`config.mk`:
```
export PLATFORM = sky130hd
export DESIGN_NAME = imm_encoder_flat
export DESIGN_NICKNAME = d
export VERILOG_FILES = /design/src/rtl/imm_encoder_if.sv /design/src/rtl/imm_encoder.sv /design/src/flat_wrapper.sv
export SDC_FILE = /design/constraint.sdc
export NUM_CORES = 1
export LEC_CHECK = 0
export ABC_AREA = 1
export CAP_MARGIN = 25
export CELL_PAD_IN_SITES_DETAIL_PLACEMENT = 0
export CELL_PAD_IN_SITES_GLOBAL_PLACEMENT = 1
export CORE_ASPECT_RATIO = 0.9
export CORE_MARGIN = 3
export CORE_UTILIZATION = 38
export CTS_BUF_LIST = sky130_fd_sc_hd__clkbuf_4 sky130_fd_sc_hd__clkbuf_8 sky130_fd_sc_hd__clkbuf_16
export DETAILED_ROUTE_END_ITERATION = 10
export PLACE_DENSITY = 0.89
export SYNTH_ARGS = -nofsm -noshare
export SYNTH_HDL_FRONTEND = slang
export SYNTH_SLANG_ARGS = --single-unit
export TNS_END_PERCENT = 5
```
`constraint.sdc`:
```
create_clock -name i_clk -period 2.84 [get_ports i_clk]
set_input_delay 0.71 -clock i_clk [delete_from_list [all_inputs] [get_ports i_clk]]
set_output_delay 0.71 -clock i_clk [all_outputs]
set_load 0.05 [all_outputs]
```
`src/rtl/imm_encoder_if.sv`:
```
// imm_encoder_if: valid/ready request and response channels of the immediate encoder.
//   in_valid  : request present (master -> slave)
//   in_ready  : encoder can accept a request (slave -> master)
//   in_value  : 32-bit target value to encode
//   in_eop    : extender op the immediate is meant for
//   out_valid : response head valid (slave -> master)
//   out_ready : consumer takes the head (master -> slave)
//   out_imm   : encoded 16-bit immediate
//   out_eop   : echo of the request EOp
//   out_err   : value not representable under out_eop
interface imm_encoder_if;
    logic        in_valid;
    logic        in_ready;
    logic [31:0] in_value;
    logic [1:0]  in_eop;
    logic        out_valid;
    logic        out_ready;
    logic [15:0] out_imm;
    logic [1:0]  out_eop;
    logic        out_err;
    modport master (
        output in_valid, in_value, in_eop, out_ready,
        input  in_ready, out_valid, out_imm, out_eop, out_err
    );
    modport slave (
        input  in_valid, in_value, in_eop, out_ready,
        output in_ready, out_valid, out_imm, out_eop, out_err
    );
endinterface

```
`src/rtl/imm_encoder.sv`:
```
// imm_encoder: inverts the immediate extender, producing the 16-bit immediate that
// expands back to a 32-bit target under a given EOp, with a representability flag.
// Results are queued in a 2-entry FIFO behind a valid/ready handshake.
//   i_clk       : clock, rising edge
//   i_rst_n     : asynchronous active-low reset, discards all queued entries
//   bus         : imm_encoder_if.slave request/response channels
//   o_err_count : saturating count of accepted entries flagged as errors
module imm_encoder #(
    parameter int CNT_W = 16
) (
    input  logic             i_clk,
    input  logic             i_rst_n,
    imm_encoder_if.slave     bus,
    output logic [CNT_W-1:0] o_err_count
);
    typedef struct packed {
        logic [15:0] imm;
        logic [1:0]  eop;
        logic        err;
    } entry_t;
    entry_t           r_mem [2];
    entry_t           r_last;
    entry_t           w_new;
    entry_t           w_head;
    logic             r_wp;
    logic             r_rp;
    logic [1:0]       r_cnt;
    logic [CNT_W-1:0] r_err_count;
    logic [31:0]      w_v;
    logic             w_sx15;
    logic             w_sx17;
    logic             w_push;
    logic             w_pop;
    assign w_v    = bus.in_value;
    // Upper bits must be a pure sign extension of the top immediate bit.
    assign w_sx15 = (&w_v[31:15]) | ~(|w_v[31:15]);
    assign w_sx17 = (&w_v[31:17]) | ~(|w_v[31:17]);
    always_comb begin
        w_new.eop = bus.in_eop;
        w_new.imm = bus.in_eop == 2'b10 ? w_v[31:16] :
                    bus.in_eop == 2'b11 ? w_v[17:2]  : w_v[15:0];
        w_new.err = bus.in_eop == 2'b00 ? ~w_sx15 :
                    bus.in_eop == 2'b01 ? |w_v[31:16] :
                    bus.in_eop == 2'b10 ? |w_v[15:0] : (|w_v[1:0]) | ~w_sx17;
    end
    assign bus.in_ready  = ~r_cnt[1];
    assign bus.out_valid = |r_cnt;
    assign w_push        = bus.in_valid & bus.in_ready;
    assign w_pop         = bus.out_valid & bus.out_ready;
    // An empty FIFO shows the most recently popped entry rather than a stale slot.
    assign w_head        = bus.out_valid ? r_mem[r_rp] : r_last;
    assign bus.out_imm   = w_head.imm;
    assign bus.out_eop   = w_head.eop;
    assign bus.out_err   = w_head.err;
    assign o_err_count   = r_err_count;
    always_ff @(posedge i_clk or negedge i_rst_n) begin
        if (!i_rst_n) begin
            r_mem[0]    <= '0;
            r_mem[1]    <= '0;
            r_last      <= '0;
            r_wp        <= 1'b0;
            r_rp        <= 1'b0;
            r_cnt       <= 2'd0;
            r_err_count <= '0;
        end else begin
            if (w_push) begin
                r_mem[r_wp] <= w_new;
                r_wp        <= ~r_wp;
            end
            if (w_pop) begin
                r_last <= r_mem[r_rp];
                r_rp   <= ~r_rp;
            end
            r_cnt <= r_cnt + {1'b0, w_push} - {1'b0, w_pop};
            if (w_push && w_new.err && !(&r_err_count))
                r_err_count <= r_err_count + 1'b1;
        end
    end
endmodule
```
`src/flat_wrapper.sv`:
```
// flat-port wrapper written by rule: the top's interface ports become plain ports
module imm_encoder_flat 
#(
    parameter int CNT_W = 16
)
  (i_clk, i_rst_n, o_err_count, bus_in_valid, bus_in_value, bus_in_eop, bus_out_ready, bus_in_ready, bus_out_valid, bus_out_imm, bus_out_eop, bus_out_err);
  imm_encoder_if bus_i ();
  input  logic i_clk;
  input  logic i_rst_n;
  output logic [CNT_W-1:0] o_err_count;
  input wire logic [$bits(bus_i.in_valid)-1:0] bus_in_valid;
  input wire logic [$bits(bus_i.in_value)-1:0] bus_in_value;
  input wire logic [$bits(bus_i.in_eop)-1:0] bus_in_eop;
  input wire logic [$bits(bus_i.out_ready)-1:0] bus_out_ready;
  output wire logic [$bits(bus_i.in_ready)-1:0] bus_in_ready;
  output wire logic [$bits(bus_i.out_valid)-1:0] bus_out_valid;
  output wire logic [$bits(bus_i.out_imm)-1:0] bus_out_imm;
  output wire logic [$bits(bus_i.out_eop)-1:0] bus_out_eop;
  output wire logic [$bits(bus_i.out_err)-1:0] bus_out_err;
  assign bus_i.in_valid = bus_in_valid;
  assign bus_i.in_value = bus_in_value;
  assign bus_i.in_eop = bus_in_eop;
  assign bus_i.out_ready = bus_out_ready;
  assign bus_in_ready = bus_i.in_ready;
  assign bus_out_valid = bus_i.out_valid;
  assign bus_out_imm = bus_i.out_imm;
  assign bus_out_eop = bus_i.out_eop;
  assign bus_out_err = bus_i.out_err;
  imm_encoder #(.CNT_W(CNT_W)) u_core (.i_clk(i_clk), .i_rst_n(i_rst_n), .bus(bus_i), .o_err_count(o_err_count));
endmodule
```
==> results.tsv <==
stage	metric	value	unit
status	status	finished clean	
routing	metal2 WL	4570	um
worst_setup_path	WP data required	2.13	ns
worst_setup_path	Largest stage delay, worst path	0.46	ns
clocking	# Post-CTS Setup Buffers	0	
grt	antenna violations before repair	0	
sta	clk_skew	0.008686	ns
floorplan	die area	0.01285	mm2
power	Seq pwr share	26.6	%
floorplan	I/O Pins	75	
grt	vias in the first global route	3897	
routing	vias per std cell	4.909	
clocking	Clock Tree Root	clkbuf_16	
sta	part of the cycle the worst path needs	88.92	%
worst_setup_path	register-to-register path setup slack	0.59	ns
sta	final setup margin	0.3147	ns
worst_setup_path	CP cell instances	buf_4 > o21ai_0 > nand2_1 > o21ai_0 > buf_12	
worst_setup_path	critical path data arrival time	1.82	ns
clocking	later-pin clock latency in the skew report	0.33	ns
clocking	CTS clk-pin slew, worst paths	0.06	ns
worst_setup_path	worst r2r path cells	8	
sta	worst-margin pin slew	0.6450	ns
synth	syn nets	662	
final_layout	n_diodes	0	
synth	cell area after synthesis	0.004378	mm2
grt	aggregate global-route resource usage	18.34	%
routing	Iteration-0 DRC Markers	400	
final_layout	share of layout cells above drive strength 1	7.781	%
worst_setup_path	startpoint types	register	
clocking	CTS sink count	77	
grt	gr ovfl total	0	
sta	Setup TNS Final	0	ns
routing	# DRC	0	
grt	pin count of the biggest net entering global routing	46	
routing	wire per inst	13.11	um
power	Worst VDD drop	395.7	uV
power	Internal Power	3612	uW
place	gpl congestion	0.9165	
worst_setup_path	CP most frequent cell	o21ai_0	
sta	Slew Viols, Final	0	
sta	slew margin rel.	57.00	%
routing	Detailed Route WL	11100	um
synth	Syn Area/Cell	7.050	um2
routing	DR top layer	met4	
clocking	hold buffers post-CTS	0	
power	total design power	6394	uW
worst_setup_path	worst r2r src	u_core.o_err_count[0]	
synth	Synthesis Warnings	0	
clocking	Inserted Clock Buffers	9	
routing	WL met1	5692	um
sta	Final Hold Viols	0	
grt	first-pass GRT wire length	19090	um
clocking	CTS tree	done	
place	DP Cell Count	831	
clocking	clk buf depth	2	
worst_setup_path	r2r endpoint	u_core.o_err_count[7]	
final_layout	Filler Cell Count	1078	
sta	Final Setup Violations	0	
worst_setup_path	Worst setup EP type	output port	
clocking	H-tree Lvls	3	
synth	Syn Inst Count	621	
routing	antenna viol nets, final	0	
worst_setup_path	slowest CP cell	o21ai_0	
synth	Distinct cells, synth	28	
place	Place WS	0.4638	ns
worst_setup_path	Crit Path Category	reg2out	
floorplan	Initial Util	39.67	%
sta	RSZ-0062 raised after global routing	no	
clocking	Post-CTS Resized	0	
final_layout	fin cells	846	
final_layout	nets	731	
routing	met3 wire len	677	um
place	HPWL Detailed	8048	um
power	Net Sw Power	2782	uW
place	IO buf count	74	
floorplan	Die X	119.1	um
power	Power Dens Cells	1107	mW/mm2
hold_path	HP Class	in2async	
routing	first drt pass iteration count	5	
routing	vias	4153	
floorplan	Chip Height	107.8	um
run	Max-cap violations	0	
worst_setup_path	Top delay family on crit path	compound AO/OA/AOI/OAI gates	
worst_setup_path	CP bufs+invs	2	
power	Pleak	0.002706	uW
sta	minimum clock period	2.525	ns
sta	Highest Clock Rate	396.0	MHz
power	Switching Fraction	43.51	%
final_layout	Area Overhead vs Synth	31.95	%
synth	register area share after synthesis	44.01	%
worst_setup_path	CP max FO	37	
power	Comb power frac	55.5	%
synth	synthesized flop and latch total	77	
floorplan	core box area	0.01104	mm2
floorplan	number of cell rows	36	
power	clock power share	18.0	%
[final cells by class]
cell class	instances	area [um2]	area share, %
tap	152	190.2	3.292
sequential	77	1927	33.36
inverter	78	292.8	5.068
multi-input combinational	440	2041	35.33
clock inverter	4	47.55	0.8230
clock buffer	11	252.7	4.375
timing repair buffer	84	1026	17.76
[stage by stage]
stage	util (%)	hold WS (ns)	cell area, um2
6_report	52.35	0.3838	5777
5_1_grt	52.35	0.4263	5777
4_1_cts	52.35	0.4068	5777
3_5_place_dp	49.63	0.4658	5477
3_3_place_gp	49.63	0.4620	5477
2_1_floorplan	-	0.4144	4378
[power by group through the flow]
stage / Sequential, uW / Clock [uW] / Combinational, uW
CTS: 1700 / 1170 / 3570
global route: 1750 / 1220 / 3840
global placement: 1700 / 0 / 3500
detailed placement: 1720 / 0 / 3550
finish: 1700 / 1150 / 3550
floorplan: 1770 / 0 / 1980
[worst max-delay path by stage]
stage                startpoint               endpoint  slack, ns  cells past startpoint
5_1_grt             u_core.r_rp            bus_out_err       0.23                      5
6_report            u_core.r_rp         bus_out_imm[3]       0.31                      5
2_1_floorplan   u_core.r_cnt[1]        bus_out_imm[10]       0.17                      5
4_1_cts             u_core.r_rp         bus_out_imm[3]       0.35                      5
3_5_place_dp   bus_in_value[17]  u_core.o_err_count[6]       0.46                     13
3_3_place_gp   bus_in_value[23]  u_core.o_err_count[3]       0.49                     13
[per-layer routing]
metal,GRT usage [%],vias up
met5,0,-
met4,5.294,0
met3,3.363,14
met2,26.30,126
met1,28.00,1915
li1,-,2098
[layout by cell type (no fill, tap or decap), types with 2 or more instances in the layout]
cell,count
nand2_1,238
dfrtp_1,77
inv_1,74
o21ai_0,59
clkdlybuf4s50_1,53
nor2_1,43
buf_12,21
nand4_1,18
o21ai_1,17
nand3_1,15
xor2_1,11
buf_4,10
o211ai_1,9
clkbuf_16,9
o221ai_1,6
nor3_1,6
xnor2_1,5
inv_2,3
ha_1,3
a21oi_1,2
nand3_2,2
nand3b_1,2
clkbuf_8,2
clkinv_2,2
[flip-flops by register name, summed over array words and instances (netlist names)]
signal and flops:
u_core.r_rp 1, u_core.r_cnt 2, u_core.r_mem 38, u_core.r_last 19, u_core.r_wp 1, u_core.o_err_count 16
[logic make-up after synthesis]
logic type | after synthesis | synth area share (%)
compound gates | 93 | 11.66
simple gates | 328 | 30.89
xor+xnor | 16 | 3.201
flops | 77 | 44.01
fa+ha+maj | 3 | 0.8575
buf+inv | 104 | 9.374
[Yosys cell counts]
cell,n,area share [%]
nand2_1,238,20
dfrtp_1,77,44
inv_1,74,6.3
o21ai_0,60,6.9
nor2_1,43,3.7
clkbuf_1,19,1.6
nand4_1,18,2.6
o21ai_1,16,1.8
nand3_1,15,1.7
xor2_1,11,2.2
o211ai_1,9,1.5
nor3_1,6,0.69
o221ai_1,6,1.2
xnor2_1,5,1.0
buf_1,4,0.34
ha_1,3,0.86
inv_2,3,0.26
a21oi_1,2,0.23
nand3_2,2,0.46
nand3b_1,2,0.34
buf_2,1,0.11
buf_6,1,0.26
buf_8,1,0.34
clkinv_1,1,0.086
nand3_4,1,0.40
nor2_4,1,0.26
nor3_2,1,0.23
or3_1,1,0.14
No activity file was read; power rests on OpenSTA's default activity.
==> RTL change, RTL diff (same settings) <==
Reset style: synchronous (`i_rst_n`), changed in one clocked block. Comments in the files are not updated.
--- a/src/rtl/imm_encoder.sv
+++ b/src/rtl/imm_encoder.sv
@@ -53,7 +53,7 @@
     assign bus.out_eop   = w_head.eop;
     assign bus.out_err   = w_head.err;
     assign o_err_count   = r_err_count;
-    always_ff @(posedge i_clk or negedge i_rst_n) begin
+    always_ff @(posedge i_clk) begin
         if (!i_rst_n) begin
             r_mem[0]    <= '0;
             r_mem[1]    <= '0;
Formal check against the unedited RTL: differs if i_rst_n is asserted again (counterexample within 4 cycles, from zero or initial values and one cycle with i_rst_n low); with i_rst_n held inactive, the same outputs for 10 cycles.
==> RTL change against the unedited design <==
  * Synthesized cell count shrank 11%
  * First-iteration DRC count fell by 7.2%
  * Total power is 30% lower
  * Clock skew decreased by 0.0023 ns
  * Via count shrank 9.2%
  * Wire length down 8.5%
  * Sequential cell count rose by 1
  * Design area down 1.6%
  * Non-clock buffer count rose by 2
  * Setup slack improved by 0.079 ns
  * Area after synthesis shrank 2.5%
  * Critical path type unchanged
  * Critical endpoint is now bus_out_imm[15]
==> RTL change: results (changes against the unedited design) <==
Syn Area/Cell 7.69 µm² (+9.1%); pre-CTS WS 0.226 ns (-0.238 ns); DR WL/cell 12.9 µm (-1.5%); Hold Crit Class register to register; crit path to bus_out_imm[15]; post-synthesis sequential area ratio 45.5% (+1.5 points); Cell Pwr Density 791 nW/µm² (-29%); worst setup margin 0.393 ns (+0.0786 ns); Synth async-reset ratio 0% (-100 points); Net count, final 670 (-8.3%); clk_lat worst skew 0.33 ns (about the same); Post-synth EDFFs 38 (+38); Unique masters post-synth 32 (+14%); Via density 4.80 (-2.3%); VDD IR max 0.000328 V (-17%); synth cell count leaders nand2_1 (158), inv_1 (71), nor2_1 (65), dfxtp_1 (40), edfxtp_1 (38); vias 3770 (-9.2%); status completed; Max FO, Critical Path 19 (-49%); HPWL Detailed 7590 µm (-5.7%); total placed cells including tap cells 770 (-7.3%); Tot GR Track Use 16.7% (-1.6 points); routability cong. 0.895 (-2.4%); DP Area 5380 µm² (-1.9%); fillers 1026 (-4.8%); Starting DRT DRC Count 371 (-7.2%); Synth Net Count 596 (-10%); Lkg Pwr 2.46 nW (-9.1%); Worst Reg2Reg Path Length in Cells 9 (+1); max incr delay on CP 0.40 ns (-0.06 ns); Synth area leaders edfxtp_1 (27%), dfxtp_1 (19%), nand2_1 (14%); largest net degree at the start of global routing 42 (-8.7%); CP top delay family buffers and inverters; Final Skew 0.00641 ns (-0.00227 ns); actual slew at the worst max-slew pin 0.509 ns (-0.135 ns); Critical Path AT 1.74 ns (-0.08 ns); vias in the first global route 3477 (-11%); Critical R2R Launch u_core.o_err_count[0]$_SDFFE_PN0P_; CTS-repair resized insts 0 (unchanged)
RTL change: cell types whose count changed in the layout (fill, tap and decap cells not counted), moves of 21 or more:
cell      unedited run  this run
nand2_1            238       158
dfrtp_1             77         0
dfxtp_1              0        40
edfxtp_1             0        38
o21ai_0             59        23
nor2_1              43        64
RTL change: layout make-up:
type | instances | area share (%)
Multi-Input combinational cell | 379 | 34.1
Sequential cell | 78 | 34.2
Timing Repair Buffer | 86 | 18.0
Tap cell | 152 | 3.35
Inverter | 75 | 4.95
Clock buffer | 12 | 4.97
Clock inverter | 4 | 0.462
RTL change: power by group:
| part | internal [W] | switching [W] | leakage (nW) | total [W] |
|---|---|---|---|---|
| logic | 0.000784 | 0.00114 | 1.58 | 0.00192 |
| registers | 0.00136 | 0.0000768 | 0.724 | 0.00144 |
| clock network | 0.000706 | 0.000430 | 0.152 | 0.00114 |
| total | 0.00285 | 0.00165 | 2.46 | 0.00450 |
RTL change: cell families (layout without fill, tap and decap cells):
logic type / Yosys count / after routing / synth area share, %
compound gates: 73 / 73 / 10.5
fa+ha+maj: 3 / 3 / 0.879
xor+xnor: 12 / 12 / 2.46
buf+inv: 98 / 177 / 9.14
flops: 78 / 78 / 45.5
simple gates: 272 / 272 / 27.1
mux: 19 / 19 / 4.45
RTL change: layer usage:
metal | share of wire [%] | track usage, % | vias up
met2 | 45 | 26.9 | 105
met1 | 49 | 23.0 | 1685
met4 | 1.3 | 5.27 | 0
met5 | 0 | 0 | -
met3 | 4.7 | 3.22 | 11
li1 | - | - | 1969
RTL change: worst reg2reg max path: stages (launching register included):
cell and delay, ns:
dfxtp_1 0.41, ha_1 0.24, nand3_2 0.17, nor2_4 0.18
nand3_2 0.10, o21ai_2 0.13, inv_2 0.14, nand3_4 0.23
nand2_1 0.08, a21oi_1 0.14
